$ cat src/rtl/ram_boot_pkg.sv
// Shared types and constants for the RAM boot loader.
package ram_boot_pkg;

  typedef enum logic [3:0] {
    HDR0,
    HDR1,
    HDR2,
    HDR3,
    DATA_WAIT,
    WR_SETUP,
    WR_STROBE,
    WR_HOLD,
    VEC_LO,
    VEC_HI,
    DONE
  } state_t;

  localparam logic [15:0] VEC_ADDR_LO = 16'hFFFC;
  localparam logic [15:0] VEC_ADDR_HI = 16'hFFFD;
  localparam int unsigned HDR_BYTES   = 4;

  // Header states are encoded first, one per header byte.
  function automatic logic is_hdr(state_t s);
    return 32'(s) < HDR_BYTES;
  endfunction

endpackage

$ cat src/rtl/ram_boot_loader_if.sv
// Boot stream, CPU bus and RAM bus bundle for the RAM boot loader.
interface ram_boot_loader_if;

  logic [7:0]  i_in_data;
  logic        i_in_valid;
  logic        o_in_ready;

  logic [15:0] i_cpu_addr;
  logic        i_cpu_enable_x;
  logic        i_cpu_write_x;
  logic [7:0]  i_cpu_data;
  logic [7:0]  o_cpu_data;

  logic [15:0] o_ram_addr;
  logic        o_ram_enable_x;
  logic        o_ram_write_x;
  logic [7:0]  o_ram_data;
  logic [7:0]  i_ram_data;

  logic        o_cpu_reset;
  logic        o_done;

  modport master (
    input  i_in_data, i_in_valid,
    input  i_cpu_addr, i_cpu_enable_x, i_cpu_write_x, i_cpu_data,
    input  i_ram_data,
    output o_in_ready, o_cpu_data,
    output o_ram_addr, o_ram_enable_x, o_ram_write_x, o_ram_data,
    output o_cpu_reset, o_done
  );

  modport slave (
    output i_in_data, i_in_valid,
    output i_cpu_addr, i_cpu_enable_x, i_cpu_write_x, i_cpu_data,
    output i_ram_data,
    input  o_in_ready, o_cpu_data,
    input  o_ram_addr, o_ram_enable_x, o_ram_write_x, o_ram_data,
    input  o_cpu_reset, o_done
  );

endinterface

$ cat src/rtl/ram_wr_strobe.sv
// SETUP / STROBE / HOLD timing for one RAM byte write.
module ram_wr_strobe
  import ram_boot_pkg::*;
#(
  parameter int unsigned WR_CYCLES = 2
) (
  input  logic clk,
  input  logic rst,
  input  logic start,
  output logic enable_x,
  output logic write_x,
  output logic done
);

  localparam logic [3:0] CNT_LOAD = 4'(WR_CYCLES - 1);

  state_t     phase;
  logic       busy;
  logic [3:0] cnt;

  // Done is high during the HOLD cycle so the loader can move on at its end.
  assign done = busy && (phase == WR_HOLD);

  // Sequence enable/write strobes; write_x stays low for WR_CYCLES cycles.
  always_ff @(posedge clk or posedge rst) begin
    if (rst) begin
      busy     <= 1'b0;
      phase    <= WR_SETUP;
      cnt      <= '0;
      enable_x <= 1'b1;
      write_x  <= 1'b1;
    end else if (!busy) begin
      if (start) begin
        busy     <= 1'b1;
        phase    <= WR_SETUP;
        enable_x <= 1'b0;
      end
    end else begin
      case (phase)
        WR_SETUP: begin
          phase   <= WR_STROBE;
          write_x <= 1'b0;
          cnt     <= CNT_LOAD;
        end
        WR_STROBE: begin
          if (cnt == '0) begin
            phase   <= WR_HOLD;
            write_x <= 1'b1;
          end else begin
            cnt <= cnt - 4'd1;
          end
        end
        WR_HOLD: begin
          busy     <= 1'b0;
          enable_x <= 1'b1;
        end
        default: begin
          busy     <= 1'b0;
          enable_x <= 1'b1;
          write_x  <= 1'b1;
        end
      endcase
    end
  end

endmodule

$ cat src/rtl/ram_boot_loader.sv
// Loads a byte-stream program image into RAM, writes the reset vector,
// then hands the RAM bus to the CPU and releases CPU reset.
module ram_boot_loader
  import ram_boot_pkg::*;
#(
  parameter int unsigned WR_CYCLES = 2,
  parameter int unsigned VEC_EN    = 1
) (
  input  logic               i_clk,
  input  logic               i_reset,
  ram_boot_loader_if.master  bus
);

  // Where the load goes once the data bytes are exhausted.
  localparam state_t TAIL      = (VEC_EN != 0) ? VEC_LO : DONE;
  localparam logic   TAIL_DONE = (VEC_EN == 0);

  state_t      state;
  state_t      after_wr;
  logic [15:0] load_addr;
  logic [15:0] cur_addr;
  logic [15:0] remaining;
  logic [15:0] addr_r;
  logic [7:0]  wdata_r;
  logic        in_ready;
  logic        done_r;
  logic        cpu_reset_r;

  logic        accept;
  logic        wr_start;
  logic        wr_done;
  logic        wr_enable_x;
  logic        wr_write_x;

  assign accept   = in_ready && bus.i_in_valid;
  assign wr_start = (state == DATA_WAIT && accept) || (state == VEC_LO) || (state == VEC_HI);

  ram_wr_strobe #(
    .WR_CYCLES (WR_CYCLES)
  ) u_wr_strobe (
    .clk      (i_clk),
    .rst      (i_reset),
    .start    (wr_start),
    .enable_x (wr_enable_x),
    .write_x  (wr_write_x),
    .done     (wr_done)
  );

  // Loader state machine: header parse, per-byte write dispatch, vector, handoff.
  always_ff @(posedge i_clk or posedge i_reset) begin
    if (i_reset) begin
      state       <= HDR0;
      after_wr    <= HDR0;
      load_addr   <= '0;
      cur_addr    <= '0;
      remaining   <= '0;
      addr_r      <= '0;
      wdata_r     <= '0;
      in_ready    <= 1'b0;
      done_r      <= 1'b0;
      cpu_reset_r <= 1'b1;
    end else if (is_hdr(state)) begin
      in_ready <= 1'b1;
      if (accept) begin
        case (state)
          HDR0: begin
            load_addr[7:0] <= bus.i_in_data;
            state          <= HDR1;
          end
          HDR1: begin
            load_addr[15:8] <= bus.i_in_data;
            cur_addr        <= {bus.i_in_data, load_addr[7:0]};
            state           <= HDR2;
          end
          HDR2: begin
            remaining[7:0] <= bus.i_in_data;
            state          <= HDR3;
          end
          default: begin
            remaining[15:8] <= bus.i_in_data;
            if ({bus.i_in_data, remaining[7:0]} != '0) begin
              state <= DATA_WAIT;
            end else begin
              in_ready    <= 1'b0;
              state       <= TAIL;
              done_r      <= TAIL_DONE;
              cpu_reset_r <= !TAIL_DONE;
            end
          end
        endcase
      end
    end else begin
      case (state)
        DATA_WAIT: begin
          if (accept) begin
            addr_r   <= cur_addr;
            wdata_r  <= bus.i_in_data;
            after_wr <= DATA_WAIT;
            in_ready <= 1'b0;
            state    <= WR_SETUP;
          end
        end
        VEC_LO: begin
          addr_r   <= VEC_ADDR_LO;
          wdata_r  <= load_addr[7:0];
          after_wr <= VEC_HI;
          state    <= WR_SETUP;
        end
        VEC_HI: begin
          addr_r   <= VEC_ADDR_HI;
          wdata_r  <= load_addr[15:8];
          after_wr <= DONE;
          state    <= WR_SETUP;
        end
        // The strobe block walks SETUP/STROBE/HOLD; the loader parks here
        // until it reports the end of HOLD.
        WR_SETUP, WR_STROBE, WR_HOLD: begin
          if (wr_done) begin
            if (after_wr == DATA_WAIT) begin
              cur_addr  <= cur_addr + 16'd1;
              remaining <= remaining - 16'd1;
              if (remaining != 16'd1) begin
                state    <= DATA_WAIT;
                in_ready <= 1'b1;
              end else begin
                state       <= TAIL;
                done_r      <= TAIL_DONE;
                cpu_reset_r <= !TAIL_DONE;
              end
            end else begin
              state       <= after_wr;
              done_r      <= (after_wr == DONE);
              cpu_reset_r <= (after_wr != DONE);
            end
          end
        end
        default: ;
      endcase
    end
  end

  // Once loaded, the CPU drives the RAM directly.
  assign bus.o_ram_addr     = done_r ? bus.i_cpu_addr     : addr_r;
  assign bus.o_ram_enable_x = done_r ? bus.i_cpu_enable_x : wr_enable_x;
  assign bus.o_ram_write_x  = done_r ? bus.i_cpu_write_x  : wr_write_x;
  assign bus.o_ram_data     = done_r ? bus.i_cpu_data     : wdata_r;
  assign bus.o_cpu_data     = bus.i_ram_data;
  assign bus.o_in_ready     = in_ready;
  assign bus.o_done         = done_r;
  assign bus.o_cpu_reset    = cpu_reset_r;

endmodule

$ cat src/flat_wrapper.sv
// flat-port wrapper written by rule: the top's interface ports become plain ports
module ram_boot_loader_flat import ram_boot_pkg::*;
#(
  parameter int unsigned WR_CYCLES = 2,
  parameter int unsigned VEC_EN    = 1
)
  (i_clk, i_reset, bus_i_in_data, bus_i_in_valid, bus_i_cpu_addr, bus_i_cpu_enable_x, bus_i_cpu_write_x, bus_i_cpu_data, bus_i_ram_data, bus_o_in_ready, bus_o_cpu_data, bus_o_ram_addr, bus_o_ram_enable_x, bus_o_ram_write_x, bus_o_ram_data, bus_o_cpu_reset, bus_o_done);
  ram_boot_loader_if bus_i ();
  input  logic i_clk;
  input  logic i_reset;
  input wire logic [$bits(bus_i.i_in_data)-1:0] bus_i_in_data;
  input wire logic [$bits(bus_i.i_in_valid)-1:0] bus_i_in_valid;
  input wire logic [$bits(bus_i.i_cpu_addr)-1:0] bus_i_cpu_addr;
  input wire logic [$bits(bus_i.i_cpu_enable_x)-1:0] bus_i_cpu_enable_x;
  input wire logic [$bits(bus_i.i_cpu_write_x)-1:0] bus_i_cpu_write_x;
  input wire logic [$bits(bus_i.i_cpu_data)-1:0] bus_i_cpu_data;
  input wire logic [$bits(bus_i.i_ram_data)-1:0] bus_i_ram_data;
  output wire logic [$bits(bus_i.o_in_ready)-1:0] bus_o_in_ready;
  output wire logic [$bits(bus_i.o_cpu_data)-1:0] bus_o_cpu_data;
  output wire logic [$bits(bus_i.o_ram_addr)-1:0] bus_o_ram_addr;
  output wire logic [$bits(bus_i.o_ram_enable_x)-1:0] bus_o_ram_enable_x;
  output wire logic [$bits(bus_i.o_ram_write_x)-1:0] bus_o_ram_write_x;
  output wire logic [$bits(bus_i.o_ram_data)-1:0] bus_o_ram_data;
  output wire logic [$bits(bus_i.o_cpu_reset)-1:0] bus_o_cpu_reset;
  output wire logic [$bits(bus_i.o_done)-1:0] bus_o_done;
  assign bus_i.i_in_data = bus_i_in_data;
  assign bus_i.i_in_valid = bus_i_in_valid;
  assign bus_i.i_cpu_addr = bus_i_cpu_addr;
  assign bus_i.i_cpu_enable_x = bus_i_cpu_enable_x;
  assign bus_i.i_cpu_write_x = bus_i_cpu_write_x;
  assign bus_i.i_cpu_data = bus_i_cpu_data;
  assign bus_i.i_ram_data = bus_i_ram_data;
  assign bus_o_in_ready = bus_i.o_in_ready;
  assign bus_o_cpu_data = bus_i.o_cpu_data;
  assign bus_o_ram_addr = bus_i.o_ram_addr;
  assign bus_o_ram_enable_x = bus_i.o_ram_enable_x;
  assign bus_o_ram_write_x = bus_i.o_ram_write_x;
  assign bus_o_ram_data = bus_i.o_ram_data;
  assign bus_o_cpu_reset = bus_i.o_cpu_reset;
  assign bus_o_done = bus_i.o_done;
  ram_boot_loader #(.WR_CYCLES(WR_CYCLES), .VEC_EN(VEC_EN)) u_core (.i_clk(i_clk), .i_reset(i_reset), .bus(bus_i));
endmodule
$ cat config.mk
export PLATFORM = sky130hd
export DESIGN_NAME = ram_boot_loader_flat
export DESIGN_NICKNAME = d
export VERILOG_FILES = /design/src/rtl/ram_boot_pkg.sv /design/src/rtl/ram_boot_loader_if.sv /design/src/rtl/ram_wr_strobe.sv /design/src/rtl/ram_boot_loader.sv /design/src/flat_wrapper.sv
export SDC_FILE = /design/constraint.sdc
export NUM_CORES = 1
export LEC_CHECK = 0
export CAP_MARGIN = 10
export CORE_ASPECT_RATIO = 0.7
export CORE_MARGIN = 2
export CORE_UTILIZATION = 58
export CTS_CLUSTER_DIAMETER = 200
export DETAILED_ROUTE_END_ITERATION = 6
export PLACE_DENSITY = 0.85
export SKIP_LAST_GASP = 1
export SYNTH_ARGS = -nofsm -noshare
export SYNTH_HDL_FRONTEND = slang
export SYNTH_SLANG_ARGS = --single-unit
$ cat constraint.sdc
create_clock -name i_clk -period 7.9 [get_ports i_clk]
set_input_delay 1.58 -clock i_clk [delete_from_list [all_inputs] [get_ports i_clk]]
set_output_delay 1.58 -clock i_clk [all_outputs]
set_load 0.02 [all_outputs]
Word-level counts from Yosys, hierarchy flattened
Cells that the tools add are included.
Word-level totals
  register bits after elaboration: 94
  bits of input ports: 45
  output and inout port bits: 37
Cells by class
  add/subtract/negate cells: 3
  magnitude comparators: 1
  equal/unequal tests: 31
  mux-type cells: 71
  bitwise logic cells: 2
  reduce and logical (&&, ||, !) cells: 33
Operators by type and width (count)
  $mux 16: 13
  $mux 4: 12
  $pmux 16 s3: 1
  $pmux 4 s3: 3
  $mux 1: 33
  $eq 4x3->1 const B: 8
  $mux 8: 4
  $pmux 8 s3: 1
  $reduce_and 5->1: 4
  $reduce_and 3->1: 6
  $add 16x1->16 const B: 1
  $ne 16x1->1 const B: 1
  $pmux 4 s2: 2
  $reduce_bool 16->1: 1
  $sub 16x1->16 const B: 1
  $ne 2x2->1 const B: 7
  $eq 4x4->1 const B: 3
  $reduce_bool 2->1: 5
  $ne 3x1->1 const B: 3
  $ne 3x2->1 const B: 3
  $logic_not 4->1: 2
  $reduce_and 6->1: 1
  $reduce_bool 3->1: 2
  $reduce_or 3->1: 2
  other kinds (16): 22

Longest topological paths before layout
  word-level depth: 6
  mapped depth: 8
  gate-level depth less buffers: 7

Cells and area by module
Synthesis repeated with hierarchy kept, for this count alone.
Second synthesis, totals
  cells, all modules: 577
  area, all modules: 5352.6 µm²
By module, submodules not included
  ram_boot_loader: instances 1, cells an instance 522, area an instance 4810.9 µm²
  ram_wr_strobe: instances 1, cells an instance 55, area an instance 541.8 µm²

Worst setup path before layout
No wires, ideal clock.
  path kind: input to output
  start point: input bus_i_cpu_addr[0]
  end point: output bus_o_ram_addr[0]
  arrival time: 1885 ps
  required time: 6320 ps
  setup slack: 4435 ps
  stages on the path: 1
  buffers on the path: 0
  path through: mux2_2
On the way
  word-level cells in the longest chain between the ends: 1
RTL lines
  start, declared: line flat_wrapper.sv:13  | input wire logic [$bits(bus_i.i_cpu_addr)-1:0] bus_i_cpu_addr;
  $mux 16: line ram_boot_loader.sv:143  | assign bus.o_ram_addr = done_r ? bus.i_cpu_addr : addr_r;
  end, declared: line flat_wrapper.sv:20  | output wire logic [$bits(bus_i.o_ram_addr)-1:0] bus_o_ram_addr;
No other way between the ends.

Worst setup path in the final report
  start point: input bus_i_cpu_write_x
  end point: output bus_o_ram_write_x
On the way
  word-level cells in the longest chain between the ends: 1
RTL lines
  start, declared: line flat_wrapper.sv:15  | input wire logic [$bits(bus_i.i_cpu_write_x)-1:0] bus_i_cpu_write_x;
  $mux 1: line ram_boot_loader.sv:145  | assign bus.o_ram_write_x = done_r ? bus.i_cpu_write_x : wr_write_x;
  end, declared: line flat_wrapper.sv:22  | output wire logic [$bits(bus_i.o_ram_write_x)-1:0] bus_o_ram_write_x;
No other way between the ends.

==> summary.txt <==
Final layout
  • Layout Cells excl Fill: 712
  • Area Growth Syn to Fin: 18.1%
  • Fin nets: 640
  • Most common cell after layout, fill and taps aside: dfrtp_1
  • Most frequent cells in the layout: dfrtp_1, nand2_1, clkdlybuf4s50_1
  • Share of layout cells above drive strength 1: 0.147
  • Antenna Cells: 0

CTS
  • Clock sink count: 92
  • Total CTS buffers: 9
  • Post-CTS setup buffers: 0
  • Worst-skew pair later-pin latency: ~0.34 ns
  • Clock-pin slew on the worst setup and hold paths: approximately 0.06 ns
  • CTS tree: yes
  • H-Tree Depth: 3
  • Max Root-Sink Buffers: 2
  • Hold-fix buffers, CTS: 0
  • Root Driver: clkbuf_16
  • Cts repair resizes: 0

Worst setup path
  • Reg2reg setup slack: between 4 and 5 ns
  • CP Launch Point: bus_i_cpu_write_x
  • Cells on worst reg2reg path: 5
  • CP endpoint kind: output pin
  • Slowest cell on crit path: clkdlybuf4s50_1
  • Reg-to-Reg Start: u_core.state[0]
  • CP peak stage delay: 0.65 ns
  • Cells along the critical path: clkdlybuf4s50_1 > nand2_1 > o21ai_0 > clkdlybuf4s50_1
  • Critical path data required time: approximately 6.3 ns
  • Top delay family on crit path: buffers and inverters
  • Critical path type: in -> out
  • R2R Path End: u_core.cur_addr[2]
  • CP arrival: approximately 2.8 ns
  • Startpoint types: input pin
  • CP max FO: 1
  • CP dominant cell by count: clkdlybuf4s50_1
  • CP bufs+invs: 2

Route
  • Routed Antenna Nets: 0
  • Initial DRT Pass Iterations: 5
  • Final wirelength: about 13,000 microns
  • DR DRC count: 0
  • Routed len/inst: approximately 19 microns
  • Drt via density: 6.32
  • Vias: approximately 4,500
  • DRT iter0 DRCs: about 350

Synth
  • Post-Synthesis Net Count: approximately 600
  • Syn_area_per_cell: 9.45 sq um
  • Syn Inst Count: between 500 and 600
  • Seq/Total Area, Yosys: 0.445
  • Yosys reg bits: 92
  • Synth warn: 0
  • Asr flop ratio synth: 1.00
  • Post-synthesis cell area: between 0.005 and 0.006 sq mm
  • Synth unique cells: 64
  • Post-synth EDFFs: 0
  • Top FF cell, synth: dfrtp_1

Timing
  • Actual slew at the worst max-slew pin: 1.12 ns
  • Final hold viol count: 0
  • Tmin final: 4.42 ns
  • Final Cycle Share: 0.560
  • Final setup violation count: 0
  • Max frequency: 0.226 GHz
  • Unrepaired setup endpoints after global routing: false
  • Rel. slew slack: 0.253
  • Pins Over Slew Limit: 0
  • Clk_skew: slightly above 0.007 ns
  • Setup TNS: 0 ns

Global route
  • GR Util All Layers: 0.285
  • Vias in the first global route: approximately 4,400
  • Global route overflow: 0
  • GRT met3 Usage: 0.0693
  • Met2 Usage GRT: 0.445
  • Largest net degree at the start of global routing: 80
  • First-pass GRT wire length: 21,700 microns
  • Met1 global-route usage: 0.396
  • Gr busiest metal: met2
  • Initial antenna violation count: 0

Hold path
  • Hold Path Depth: 2
  • Hold Path Origin: u_core.bus.o_cpu_reset
  • Min-Delay Path Class: reg -> reg
  • Hold endpoint: u_core.bus.o_cpu_reset

Floorplanning
  • Die Ht: 83.1 microns
  • Starting Density: 0.604
  • Die ar.: approximately 0.0097 sq mm
  • Std cell rows: 28
  • IO Count: between 80 and 90
  • Core area: between 0.008 and 0.009 sq mm
  • Die Wd: roughly 120 microns

Placement
  • Post-DP HPWL: slightly below 9000 microns
  • GPL Wtd Cong: slightly below 0.9
  • Post-Place Cells: roughly 700
  • I/O Buffers: between 60 and 70

Power and ir drop
  • Lkg Pwr: approximately 2.7 nW
  • Pwr dens: roughly 160 mW/mm^2
  • Worst VDD drop: ~0.15 mV

Flow run
  • Max-cap violations: 0

Outcome
  • Run status: complete, no violations
==> cells by family after synthesis <==
| group | Yosys count | share of synthesized area |
|---|---|---|
| and+or+nand+nor | 184 | 0.167 |
| muxes | 54 | 0.115 |
| buffers and inverters | 54 | 0.0506 |
| DFF | 92 | 0.445 |
| AOI/OAI and AO/OA | 157 | 0.204 |
| adders and majority gates | 8 | 0.0193 |
==> flip-flops by register name (all words and copies together), names as in the netlist <==
name,flops
u_core.addr_r,16
u_core.after_wr,4
u_core.bus.o_cpu_reset,1
u_core.bus.o_done,1
u_core.bus.o_in_ready,1
u_core.cur_addr,16
u_core.load_addr,16
u_core.remaining,16
u_core.state,4
u_core.u_wr_strobe.busy,1
u_core.u_wr_strobe.cnt,4
u_core.u_wr_strobe.enable_x,1
u_core.u_wr_strobe.phase,2
u_core.u_wr_strobe.write_x,1
u_core.wdata_r,8
==> cell usage after synthesis (all sizes together) (4+ instances only) <==
library cell,number,area share
dfrtp,88,0.42
nand2,66,0.048
nor2,59,0.043
mux2,43,0.093
a21oi,40,0.039
o21ai,39,0.038
clkbuf,22,0.016
buf,19,0.025
o22a,14,0.024
a31oi,13,0.016
inv,13,0.0094
mux2i,11,0.021
nor3,10,0.0096
a221o,8,0.015
ha,8,0.019
nand3,8,0.0077
nand4,6,0.0072
nor4,6,0.0072
o22ai,6,0.0072
a41oi,5,0.0084
o21a,5,0.0072
a21o,4,0.0058
dfstp,4,0.020
or4b,4,0.0092
==> report_power, final <==
part	total, mW	switching (mW)	internal, mW
Clock	0.447	0.184	0.263
Sequential	0.480	0.00525	0.475
Combinational	0.0424	0.0215	0.0210
Total	0.969	0.210	0.759
==> per-layer routing <==
| metal | part of all wire | wire, microns | vias to the layer above |
|---|---|---|---|
| met4 | 0.019 | 249 | 0 |
| li1 | - | - | 2083 |
| met1 | 0.42 | 5650 | 2191 |
| met5 | 0 | 0 | - |
| met2 | 0.48 | 6350 | 202 |
| met3 | 0.082 | 1090 | 25 |
==> through the flow <==
stage | utilization | setup WS [ns] | total power, mW | hold WS [ns] | instance area, sq um
5_1_grt | 0.714 | 3.35 | 1.00 | 0.504 | 6120
6_report | 0.714 | 3.48 | 0.969 | 0.482 | 6120
2_1_floorplan | - | 3.93 | 0.509 | 0.451 | 5190
3_5_place_dp | 0.677 | 3.47 | 0.531 | 0.468 | 5810
4_1_cts | 0.714 | 3.47 | 0.975 | 0.483 | 6120
3_3_place_gp | 0.677 | 3.49 | 0.529 | 0.452 | 5810
==> layout make-up <==
cell class	instances	area, sq um
clock buffer	11	253
timing repair buffer	68	673
sequential	92	2310
tap	120	150
fill	639	2460
multi-input combinational	403	2630
clock inverter	5	58.8
inverter	13	50.0
==> worst max-delay path by stage <==
stage                        end  slack, ns  depth (start not counted)
6_report       bus_o_ram_write_x       3.48                          4
5_1_grt        bus_o_ram_write_x       3.35                          4
4_1_cts        bus_o_ram_write_x       3.47                          4
3_5_place_dp   bus_o_ram_write_x       3.47                          4
3_3_place_gp   bus_o_ram_write_x       3.49                          4
2_1_floorplan   u_core.addr_r[0]       3.93                          1
==> worst reg2reg max path, stage by stage (launching register included) <==
cell and delay [ns]:
dfrtp_1 0.90, inv_1 0.23, or4b_2 0.91, nand2_1 0.59, o21ai_0 0.25, o2bb2ai_1 0.18
Power figures use the tool's default switching activity.
